## src/rtl/id_ex_stage.sv

```systemverilog
// ID/EX pipeline register with load-use hazard detection, bubble insertion, flush and hold.
// Optional macro ID_EX_BUBBLE_CNT_EN adds a saturating bubble counter output.
module id_ex_stage #(
  parameter int XLEN   = 32,
  parameter int CTRL_W = 12
) (
  input  logic              clk,
  input  logic              rst,
  input  logic              hold_i,
  input  logic              flush_i,
  input  logic              id_valid,
  input  logic [XLEN-1:0]   id_pc,
  input  logic [XLEN-1:0]   id_rs1_data,
  input  logic [XLEN-1:0]   id_rs2_data,
  input  logic [XLEN-1:0]   id_imm,
  input  logic [4:0]        id_rs1,
  input  logic [4:0]        id_rs2,
  input  logic              id_rs1_used,
  input  logic              id_rs2_used,
  input  logic [4:0]        id_rd,
  input  logic              id_regwrite,
  input  logic              id_memread,
  input  logic [CTRL_W-1:0] id_ctrl,
  output logic              ID_EX_valid,
  output logic [XLEN-1:0]   ID_EX_pc,
  output logic [XLEN-1:0]   ID_EX_rs1_data,
  output logic [XLEN-1:0]   ID_EX_rs2_data,
  output logic [XLEN-1:0]   ID_EX_imm,
  output logic [4:0]        ID_EX_RS1,
  output logic [4:0]        ID_EX_RS2,
  output logic [4:0]        ID_EX_rd,
  output logic              ID_EX_RegWrite,
  output logic              ID_EX_MemRead,
  output logic [CTRL_W-1:0] ID_EX_ctrl,
`ifdef ID_EX_BUBBLE_CNT_EN
  output logic [31:0]       bubble_cnt,
`endif
  output logic              pc_write,
  output logic              if_id_write
);

  logic lu;
  logic bubble;

  // A load in EX whose rd is read by the instruction in ID must wait one cycle.
  assign lu = ID_EX_valid & ID_EX_MemRead & (ID_EX_rd != 5'd0) & id_valid &
              ((id_rs1_used & (id_rs1 == ID_EX_rd)) | (id_rs2_used & (id_rs2 == ID_EX_rd)));

  assign bubble      = flush_i | lu;
  assign pc_write    = ~(lu & ~flush_i) & ~hold_i;
  assign if_id_write = ~(lu & ~flush_i) & ~hold_i;

  // ID -> EX register boundary
  always_ff @(posedge clk or posedge rst) begin
    if (rst) begin
      ID_EX_valid    <= 1'b0;
      ID_EX_pc       <= '0;
      ID_EX_rs1_data <= '0;
      ID_EX_rs2_data <= '0;
      ID_EX_imm      <= '0;
      ID_EX_RS1      <= 5'd0;
      ID_EX_RS2      <= 5'd0;
      ID_EX_rd       <= 5'd0;
      ID_EX_RegWrite <= 1'b0;
      ID_EX_MemRead  <= 1'b0;
      ID_EX_ctrl     <= '0;
    end else if (!hold_i) begin
      if (bubble) begin
        // Zeroed indices guarantee no forwarding match; ctrl 0 is side-effect free.
        ID_EX_valid    <= 1'b0;
        ID_EX_pc       <= '0;
        ID_EX_rs1_data <= '0;
        ID_EX_rs2_data <= '0;
        ID_EX_imm      <= '0;
        ID_EX_RS1      <= 5'd0;
        ID_EX_RS2      <= 5'd0;
        ID_EX_rd       <= 5'd0;
        ID_EX_RegWrite <= 1'b0;
        ID_EX_MemRead  <= 1'b0;
        ID_EX_ctrl     <= '0;
      end else begin
        ID_EX_valid    <= id_valid;
        ID_EX_pc       <= id_pc;
        ID_EX_rs1_data <= id_rs1_data;
        ID_EX_rs2_data <= id_rs2_data;
        ID_EX_imm      <= id_imm;
        ID_EX_RS1      <= id_rs1;
        ID_EX_RS2      <= id_rs2;
        ID_EX_rd       <= id_rd;
        ID_EX_RegWrite <= id_regwrite & id_valid;
        ID_EX_MemRead  <= id_memread & id_valid;
        ID_EX_ctrl     <= id_ctrl;
      end
    end
  end

`ifdef ID_EX_BUBBLE_CNT_EN
  always_ff @(posedge clk or posedge rst) begin
    if (rst) begin
      bubble_cnt <= 32'd0;
    end else if (!hold_i && bubble && (bubble_cnt != 32'hFFFF_FFFF)) begin
      bubble_cnt <= bubble_cnt + 32'd1;
    end
  end
`endif

endmodule
```

## config.mk

```make
export PLATFORM = sky130hd
export DESIGN_NAME = id_ex_stage
export DESIGN_NICKNAME = d
export VERILOG_FILES = /design/src/rtl/id_ex_stage.sv
export SDC_FILE = /design/constraint.sdc
export NUM_CORES = 1
export LEC_CHECK = 0
export CORE_UTILIZATION = 42
export CTS_BUF_LIST = sky130_fd_sc_hd__clkbuf_8
export CTS_CLUSTER_SIZE = 40
export DETAILED_ROUTE_END_ITERATION = 10
export GPL_TIMING_DRIVEN = 0
export PLACE_DENSITY = 0.8
export SLEW_MARGIN = 20
export SYNTH_ARGS = -nofsm -noshare
export SYNTH_HDL_FRONTEND = slang
export SYNTH_SLANG_ARGS = --single-unit
export TNS_END_PERCENT = 100
```

## constraint.sdc

```tcl
create_clock -name clk -period 7.94 [get_ports clk]
set_input_delay 0.794 -clock clk [delete_from_list [all_inputs] [get_ports clk]]
set_output_delay 0.794 -clock clk [all_outputs]
set_load 0.01 [all_outputs]
```

==> results list, run 1 <==
* Prevailing post-synth register cell: dfrtp_1
- Hold WC Path Type: reg -> reg
* Port Buf Inserts: around 320
* Max-slew violations: 0
- Cts bufs inserted: 17
* Number of hold-slack violations in the final timing report: 0
- In the finished design, the share of the clock period the worst path needs comes to 55.0%.
- For the final database, setup skew stands at 0.0148 ns.
* Data required time at the worst endpoint: roughly 7.2 ns
- Worst-Margin Slew: 0.753 ns
* Max-Slew Margin vs Limit: between 40% and 50%
- The run finished with clean final reports.
* Max VDD drop: 0.105 mV
- Fraction of registers with async set/reset: 100%
- CTS built an H-tree with a depth of 4.
- Flops & latches, synth: 158
- Antenna violations before repair: 0
- Setup violations remaining at the end of the flow were counted as 0.
- Pin placement for this block handled ~320 I/O pins.
* CP cell instances: clkdlybuf4s50_1 > xnor2_1 > nand4_1 > o22ai_2 > buf_2 > clkbuf_2 > buf_2 > a21oi_1 > buf_4 > clkdlybuf4s50_1
* Number of antenna cells inserted: 0
* Total number of cells along the worst setup path: 10
- Reg-to-reg startpoint: ID_EX_rd[1]
- Timing would allow up to 0.229 GHz.
* Cell family with the largest share of critical-path delay: buffers and inverters
- Leaving out fill and tap cells, the most frequent cell in the layout is clkdlybuf4s50_1.
- Number of vias in the routed layout: around 7.7k
* Synthesized instance count: about 740
* Critical path buffer and inverter count: 6
- Among all stages on the critical path, the largest delay is contributed by clkdlybuf4s50_1.
* Critical path start-end classification: in -> out
* Total Routed Length: about 26000 um
- Summing the sequential cell areas from Yosys gives between 50% and 60% of the chip area.
* Core Area: between 15000 and 20000 um2
* Endpoint of the lowest-slack register-to-register path: ID_EX_imm[17]
- Vert. Die Dim: between 100 and 150 um
- At the later pin of the worst-skew pair, clock insertion delay measures about 0.46 ns.
* First-pass GRT wire length: slightly below 40000 um
- Total of hold buffers inserted after clock tree synthesis: 0
- Measured in cells, the most critical reg-to-reg path has a length of 7.
- The finished layout holds between 1k and 1.5k standard cells, fillers aside.
- For this run, the slowest stage of the critical path takes around 0.52 ns.
- For this run, the post-layout net count is 1249.
- Most frequent cells in the layout: clkdlybuf4s50_1 (322), dfrtp_1 (158), nand2_1 (158)
* Number of distinct library cells after synthesis: 21
- CTS max path bufs: 2
* Unrepaired setup endpoints after global routing: false
- The total overflow left after global routing is 0.
- Global placement routability congestion: 0.854
- The wire-length estimate of the detail-placed layout is 18400 um.
- In this run, the number of DRC markers left after iteration 0 of detailed routing was between 400 and 500.
- Clock sink total: between 150 and 200
- The number of global-route vias before repair is ~7.3k.
* DR pass1 iterations: 5
- Fraction of layout cells with a size suffix above 1: 5.01%
- Post-CTS Repair Setup Buffers: 0
- For hold timing, the worst endpoint is ID_EX_RS1[3].
- Dividing total power by cell area gives a power density of slightly below 200 nW/um2.
- Entering global routing, the biggest net connects between 80 and 90 pins.
* Placement Rows: between 40 and 50
* Post-detailed-route wirelength per cell: ~19 um
- After detailed routing, the number of remaining DRC violations is 0.
- Horizontal die dimension: around 130 um
- Remaining number of nets flagged by the antenna check after routing: 0
- Post-Synthesis Net Count: slightly above 900
* Worst hold start: ID_EX_RS1[3]
* CTS Root Buffer Type: clkbuf_8
- In this run, post-CTS repair resized a total of 0 instances.
* Total Negative Setup Slacks: 0 ns
- For this configuration, the core starts out at a cell density of about 43%.
- The cell area that synthesis handed to floorplanning was 7280 um2.
* Die footprint: between 15000 and 20000 um2
* Data arrival time of the worst path: between 3 and 4 ns
- Leakage power: 4.28 nW
- Critical Path End Type: primary output
* Clock edge transition at the registers on the reported setup and hold paths: 0.09 ns
* Hold path depth: 2
- The Yosys step of the flow raised 0 warnings.
* Reg2Reg Setup Slack: ~5.7 ns
- Max-cap violations in this run came to 0.
* Post-detailed-route via-to-cell ratio: 5.86
- Counting tap cells, the placed design contains a total of approximately 1.3k instances.
- The synthesized design contains 0 enable-type register cells.
* Maximum net fanout on the critical path: 10
* TritonCTS clock tree: done
- The worst setup path is launched from an input pin.
* Average footprint of a synthesized cell: 9.80 um2
* Synth-to-layout area growth: 54.7%
* Minimum clock period: approximately 4.4 ns
* Total routing usage reported by global routing: about 29%
-- Yosys cell counts, drive strengths merged (2+ instances only) --
cell	n	area, um2
buf	23	145
a32oi	156	1370
nand2	158	593
xnor2	10	87.6
clkbuf	64	241
and3	3	18.8
nand4	2	12.5
dfrtp	158	3950
a22oi	2	15.0
nor2	2	7.51
o21ai	159	800
nand3	2	10.0
-- where the power goes --
| part | internal [mW] | switching, mW | leakage [nW] |
|---|---|---|---|
| clock | 0.360 | 0.318 | 0.216 |
| sequential | 0.902 | 0.0649 | 1.95 |
| combinational | 0.317 | 0.262 | 2.11 |
| total | 1.58 | 0.644 | 4.28 |
-- final cells by class --
cell class                 instances  area [um2]
timing repair buffer             323        3250
tap                              220         275
clock inverter                    13         189
buffer                            87         387
clock buffer                      19         262
fill                            1344        5500
sequential                       158        3950
inverter                           1        11.3
multi-input combinational        497        2940
-- per-stage QoR --
stage	total power [mW]	setup WS [ns]	utilization (%)	hold slack (ns)	instance area [um2]
floorplan	1.19	2.88	-	0.524	7280
global placement	1.55	0.565	64.3	0.468	10800
detailed placement	1.56	3.53	64.5	0.477	10800
CTS	2.23	3.52	67.2	0.495	11300
global route	2.31	3.44	67.2	0.519	11300
finish	2.22	3.57	67.2	0.492	11300
-- how the worst max path moves through the flow --
stage / from / endpoint / slack (ns)
global route: id_rs1[4] / pc_write / 3.44
detailed placement: id_rs1[4] / pc_write / 3.53
finish: id_rs1[4] / pc_write / 3.57
floorplan: rst / ID_EX_MemRead / 2.88
CTS: id_rs1[4] / pc_write / 3.52
global placement: rst / ID_EX_pc[30] / 0.57
-- routing by layer --
layer,vias up,GRT usage [%],routed length [um]
met5,-,0,0
li1,3515,-,-
met3,35,6.93,2130
met4,0,10.2,512
met2,368,47.2,12800
met1,3802,36.7,10300
-- worst reg2reg max path, stage by stage (launching register included) --
cell	delay, ns
dfrtp_1	0.46
xnor2_1	0.20
nand4_1	0.13
o22ai_2	0.36
buf_2	0.36
clkbuf_2	0.28
buf_2	0.24
o21ai_0	0.12
-- flip-flops by register name, summed over array words and instances, names as in the netlist --
register / count
ID_EX_RS1: 5
ID_EX_rs2_data: 32
ID_EX_pc: 32
ID_EX_RS2: 5
ID_EX_imm: 32
ID_EX_rs1_data: 32
ID_EX_valid: 1
ID_EX_ctrl: 12
ID_EX_MemRead: 1
ID_EX_RegWrite: 1
ID_EX_rd: 5
-- cells by family after synthesis --
kind of cell / after synthesis / share of synthesized area (%)
xor gates and xnor gates: 10 / 1.20
and+or+nand+nor: 168 / 8.92
DFF: 158 / 54.3
buffers and inverters: 88 / 5.36
AOI/OAI and AO/OA: 319 / 30.2
Note: power is estimated with default switching activity, not from simulation.
==> inputs of run 2 (changes only) <==
--- a/config.mk
+++ b/config.mk
@@ -5,12 +5,12 @@
 export SDC_FILE = /design/constraint.sdc
 export NUM_CORES = 1
 export LEC_CHECK = 0
-export CORE_UTILIZATION = 42
+export CORE_UTILIZATION = 39
 export CTS_BUF_LIST = sky130_fd_sc_hd__clkbuf_8
 export CTS_CLUSTER_SIZE = 40
 export DETAILED_ROUTE_END_ITERATION = 10
 export GPL_TIMING_DRIVEN = 0
-export PLACE_DENSITY = 0.8
+export PLACE_DENSITY = 0.79
 export SLEW_MARGIN = 20
 export SYNTH_ARGS = -nofsm -noshare
 export SYNTH_HDL_FRONTEND = slang
==> constraint.sdc (replaced) <==
create_clock -name clk -period 4 [get_ports clk]
set_input_delay 0.4 -clock clk [delete_from_list [all_inputs] [get_ports clk]]
set_output_delay 0.4 -clock clk [all_outputs]
set_load 0.01 [all_outputs]
==> results list, run 2 (synthesis gave the netlist of run 1 again) <==
- The flow ran to the end, but the final reports show violations.
- Violations in the final reports: DRC
- Total Negative Setup Slacks: 0 ns (unchanged)
* Total routing usage reported by global routing: 27.3% (-1.3 points)
* Core Area: 18100 um2 (+8.3%)
- Hold WC Path Type: in -> async
- Port Buf Inserts: 322 (unchanged)
- Max-Slew Margin vs Limit: 42.5% (-7.1 points)
* H-tree lvl count: 4 (unchanged)
- Vert. Die Dim: 139 um (+3.7%)
* Starting density of the core: 40.1% (-3.3 points)
* Endpoint of the lowest-slack register-to-register path: ID_EX_imm[18]
- Leakage power: 4.31 nW (+0.71%)
- Clock sink total: 158 (unchanged)
- Of the available clock period, the critical path in the final layout requires 91.6%.
* Post-route core utilization: 62.3% (-4.9 points)
- Number of hold-slack violations in the final timing report: 0 (unchanged)
- Global placement routability congestion: 0.897 (+5.0%)
* Post-Layout Cell Count: 1331 (+0.99%)
- The number of nets at the end of the flow came to 1253 (+0.32%).
- DR pass1 iterations: 8 (+3)
* Count of unresolved DRC violations after routing: 22 (+22)
- Register area: 3950 um2 (unchanged)
- CTS Root Buffer Type: clkbuf_8
- The largest fanout of any net on the critical path was 10 (unchanged).
- The number of buffers on the longest clock path was 2 (unchanged).
- Data arrival time of the worst path: 3.26 ns (-0.31 ns)
* Filler cell count in the final layout: 1518 (+13%)
- Layout Skew: 0.0169 ns (+0.00204 ns)
- I/O pin total: 324 (unchanged)
- Counting I/O delays and the setup requirement, the final critical path takes between 3 and 4 ns.
- STA classifies the critical path startpoint as a flop.
* Clock edge transition at the registers on the reported setup and hold paths: 0.09 ns (about the same)
* Most common cell after layout, fill and taps aside: clkdlybuf4s50_1
- The worst setup path is captured at a primary output.
- Reg-to-reg startpoint: ID_EX_rd[4]
- The count of antenna diodes in the layout came to 0 (unchanged).
- The average routed wire per standard cell was 19.8 um (+1.8%).
* Post-cts sizing count: 0 (unchanged)
- First-pass GRT wire length: 41700 um (+4.7%)
- The residual antenna-violating net count after detailed routing came to 0 (unchanged).
* Die footprint: 19200 um2 (+7.6%)
- The data required time at the worst endpoint is 3.60 ns (-3.55 ns).
- Max_cap viols: 0 (unchanged)
* Post-detailed-placement half-perimeter wirelength: 19100 um (+3.3%)
* Via count of the first global-routing pass: 7615 (+3.9%)
- The worst reg-to-reg path cell count came to 7 (unchanged).
- Placement Rows: 49 (+4.3%)
- Critical path start-end classification: reg -> out
- Maximum number of pins on one net before global-route repair: 34 (-60%)
- Total of hold buffers inserted after clock tree synthesis: 0 (unchanged)
- Antenna violations before repair: 0 (unchanged)
- Static timing analysis puts the maximum clock frequency at roughly 0.27 GHz.
- The setup slack on the worst flop-to-flop path was 1.66 ns (-4.01 ns).
- The post-CTS setup-driven buffer insertion count was 0 (unchanged).
- The final max-slew violation count is 0 (unchanged).
- Clock latency on the worst-skew pair: 0.45 ns (about the same)
- The die width was 139 um (+3.7%).
* Footprint of the multi-input gates: 2940 um2 (unchanged)
- The number of DRC violations after detailed-routing iteration 0 was 560 (+13%).
* Areal power density over the cells: 386 nW/um2 (+95%)
- Number of vias in the routed layout: 7745 (+0.32%)
* Fraction of layout cells with a size suffix above 1: 5.35% (+0.34 points)
* Worst hold slack: 0.331 ns (-0.160 ns)
- Remaining global-route overflow: 0 (unchanged)
* Post-detailed-route via-to-cell ratio: 5.82 (-0.66%)
- Total Routed Length: 26400 um (+2.8%)
- # setup viols final: 0 (unchanged)
* Most frequent cells in the layout: clkdlybuf4s50_1 (322), dfrtp_1 (158), nand2_1 (158)
- Synth-to-layout area growth: 55.4%
- Worst-Margin Slew: 0.860 ns (+0.107 ns)
* TritonCTS clock tree: done
- Setup repair after global routing left no endpoint under its margin.
* Max VDD drop: 0.253 mV (+140%)
- The number of clock buffers inserted by TritonCTS is 17 (unchanged).
- The post-placement cell count came to 1299 (+1.0%).
## run 2: cell types whose count changed in the layout (fill, tap and decap cells not counted)
cell | before | now
bufinv_16 | 4 | 3
inv_8 | 1 | 0
buf_16 | 1 | 0
inv_6 | 1 | 3
clkinv_4 | 3 | 2
clkinvlp_4 | 4 | 2
buf_12 | 0 | 5
clkinv_2 | 0 | 3
## run 2: layout make-up
| cell class | count | area share [%] |
|---|---|---|
| Tap cell | 229 | 2.53 |
| Clock inverter | 13 | 1.42 |
| Timing Repair Buffer | 327 | 29.4 |
| Sequential cell | 158 | 34.9 |
| Buffer | 87 | 3.42 |
| Inverter | 1 | 0.0663 |
| Multi-Input combinational cell | 497 | 25.9 |
| Clock buffer | 19 | 2.31 |
## run 2: worst max-delay path by stage
stage / from / endpoint / slack, ns / cells after the start
after floorplan: rst / ID_EX_MemRead / 1.60 / 1
after global placement: rst / ID_EX_pc[30] / 0.17 / 2
after detailed placement: id_rs1[4] / pc_write / 0.38 / 10
after CTS: ID_EX_rd[4] / pc_write / 0.26 / 9
after global routing: ID_EX_rd[4] / pc_write / 0.14 / 9
final: ID_EX_rd[4] / pc_write / 0.34 / 9
## run 2: power breakdown
group | total (mW) | switching (mW) | internal, mW
Sequential | 1.92 | 0.134 | 1.79
Combinational | 1.16 | 0.525 | 0.636
Clock | 1.28 | 0.627 | 0.654
Total | 4.37 | 1.29 | 3.08
## run 2: metal layers
metal	global-route usage, %	up-vias	routed length [um]
met3	8.56	52	2340
li1	-	3521	-
met2	44.1	358	12700
met1	34.2	3814	10500
met5	0	-	0
met4	10.7	0	827
## run 2: per-stage QoR
step | power (mW) | setup WS (ns) | area [um2]
global route | 4.56 | 0.138 | 11300
global placement | 3.08 | 0.167 | 10800
CTS | 4.39 | 0.264 | 11300
floorplan | 2.36 | 1.60 | 7280
detailed placement | 3.11 | 0.379 | 10900
finish | 4.37 | 0.337 | 11300
## run 2: critical path: stages (launching register included)
cell,delay [ns]
dfrtp_1,0.46
xnor2_1,0.22
nand4_1,0.14
o22ai_2,0.39
buf_2,0.37
clkbuf_2,0.28
buf_2,0.24
a21oi_1,0.11
buf_4,0.16
clkdlybuf4s50_1,0.46
==> inputs of run 3 (changes only) <==
--- a/config.mk
+++ b/config.mk
@@ -9,10 +9,10 @@
 export CTS_BUF_LIST = sky130_fd_sc_hd__clkbuf_8
 export CTS_CLUSTER_SIZE = 40
 export DETAILED_ROUTE_END_ITERATION = 10
+export GPL_ROUTABILITY_DRIVEN = 1
 export GPL_TIMING_DRIVEN = 0
 export PLACE_DENSITY = 0.79
 export SLEW_MARGIN = 20
 export SYNTH_ARGS = -nofsm -noshare
 export SYNTH_HDL_FRONTEND = slang
 export SYNTH_SLANG_ARGS = --single-unit
-export TNS_END_PERCENT = 100
==> results of run 3 <==
Final layout, timing and power as in run 2 (identical DEF).
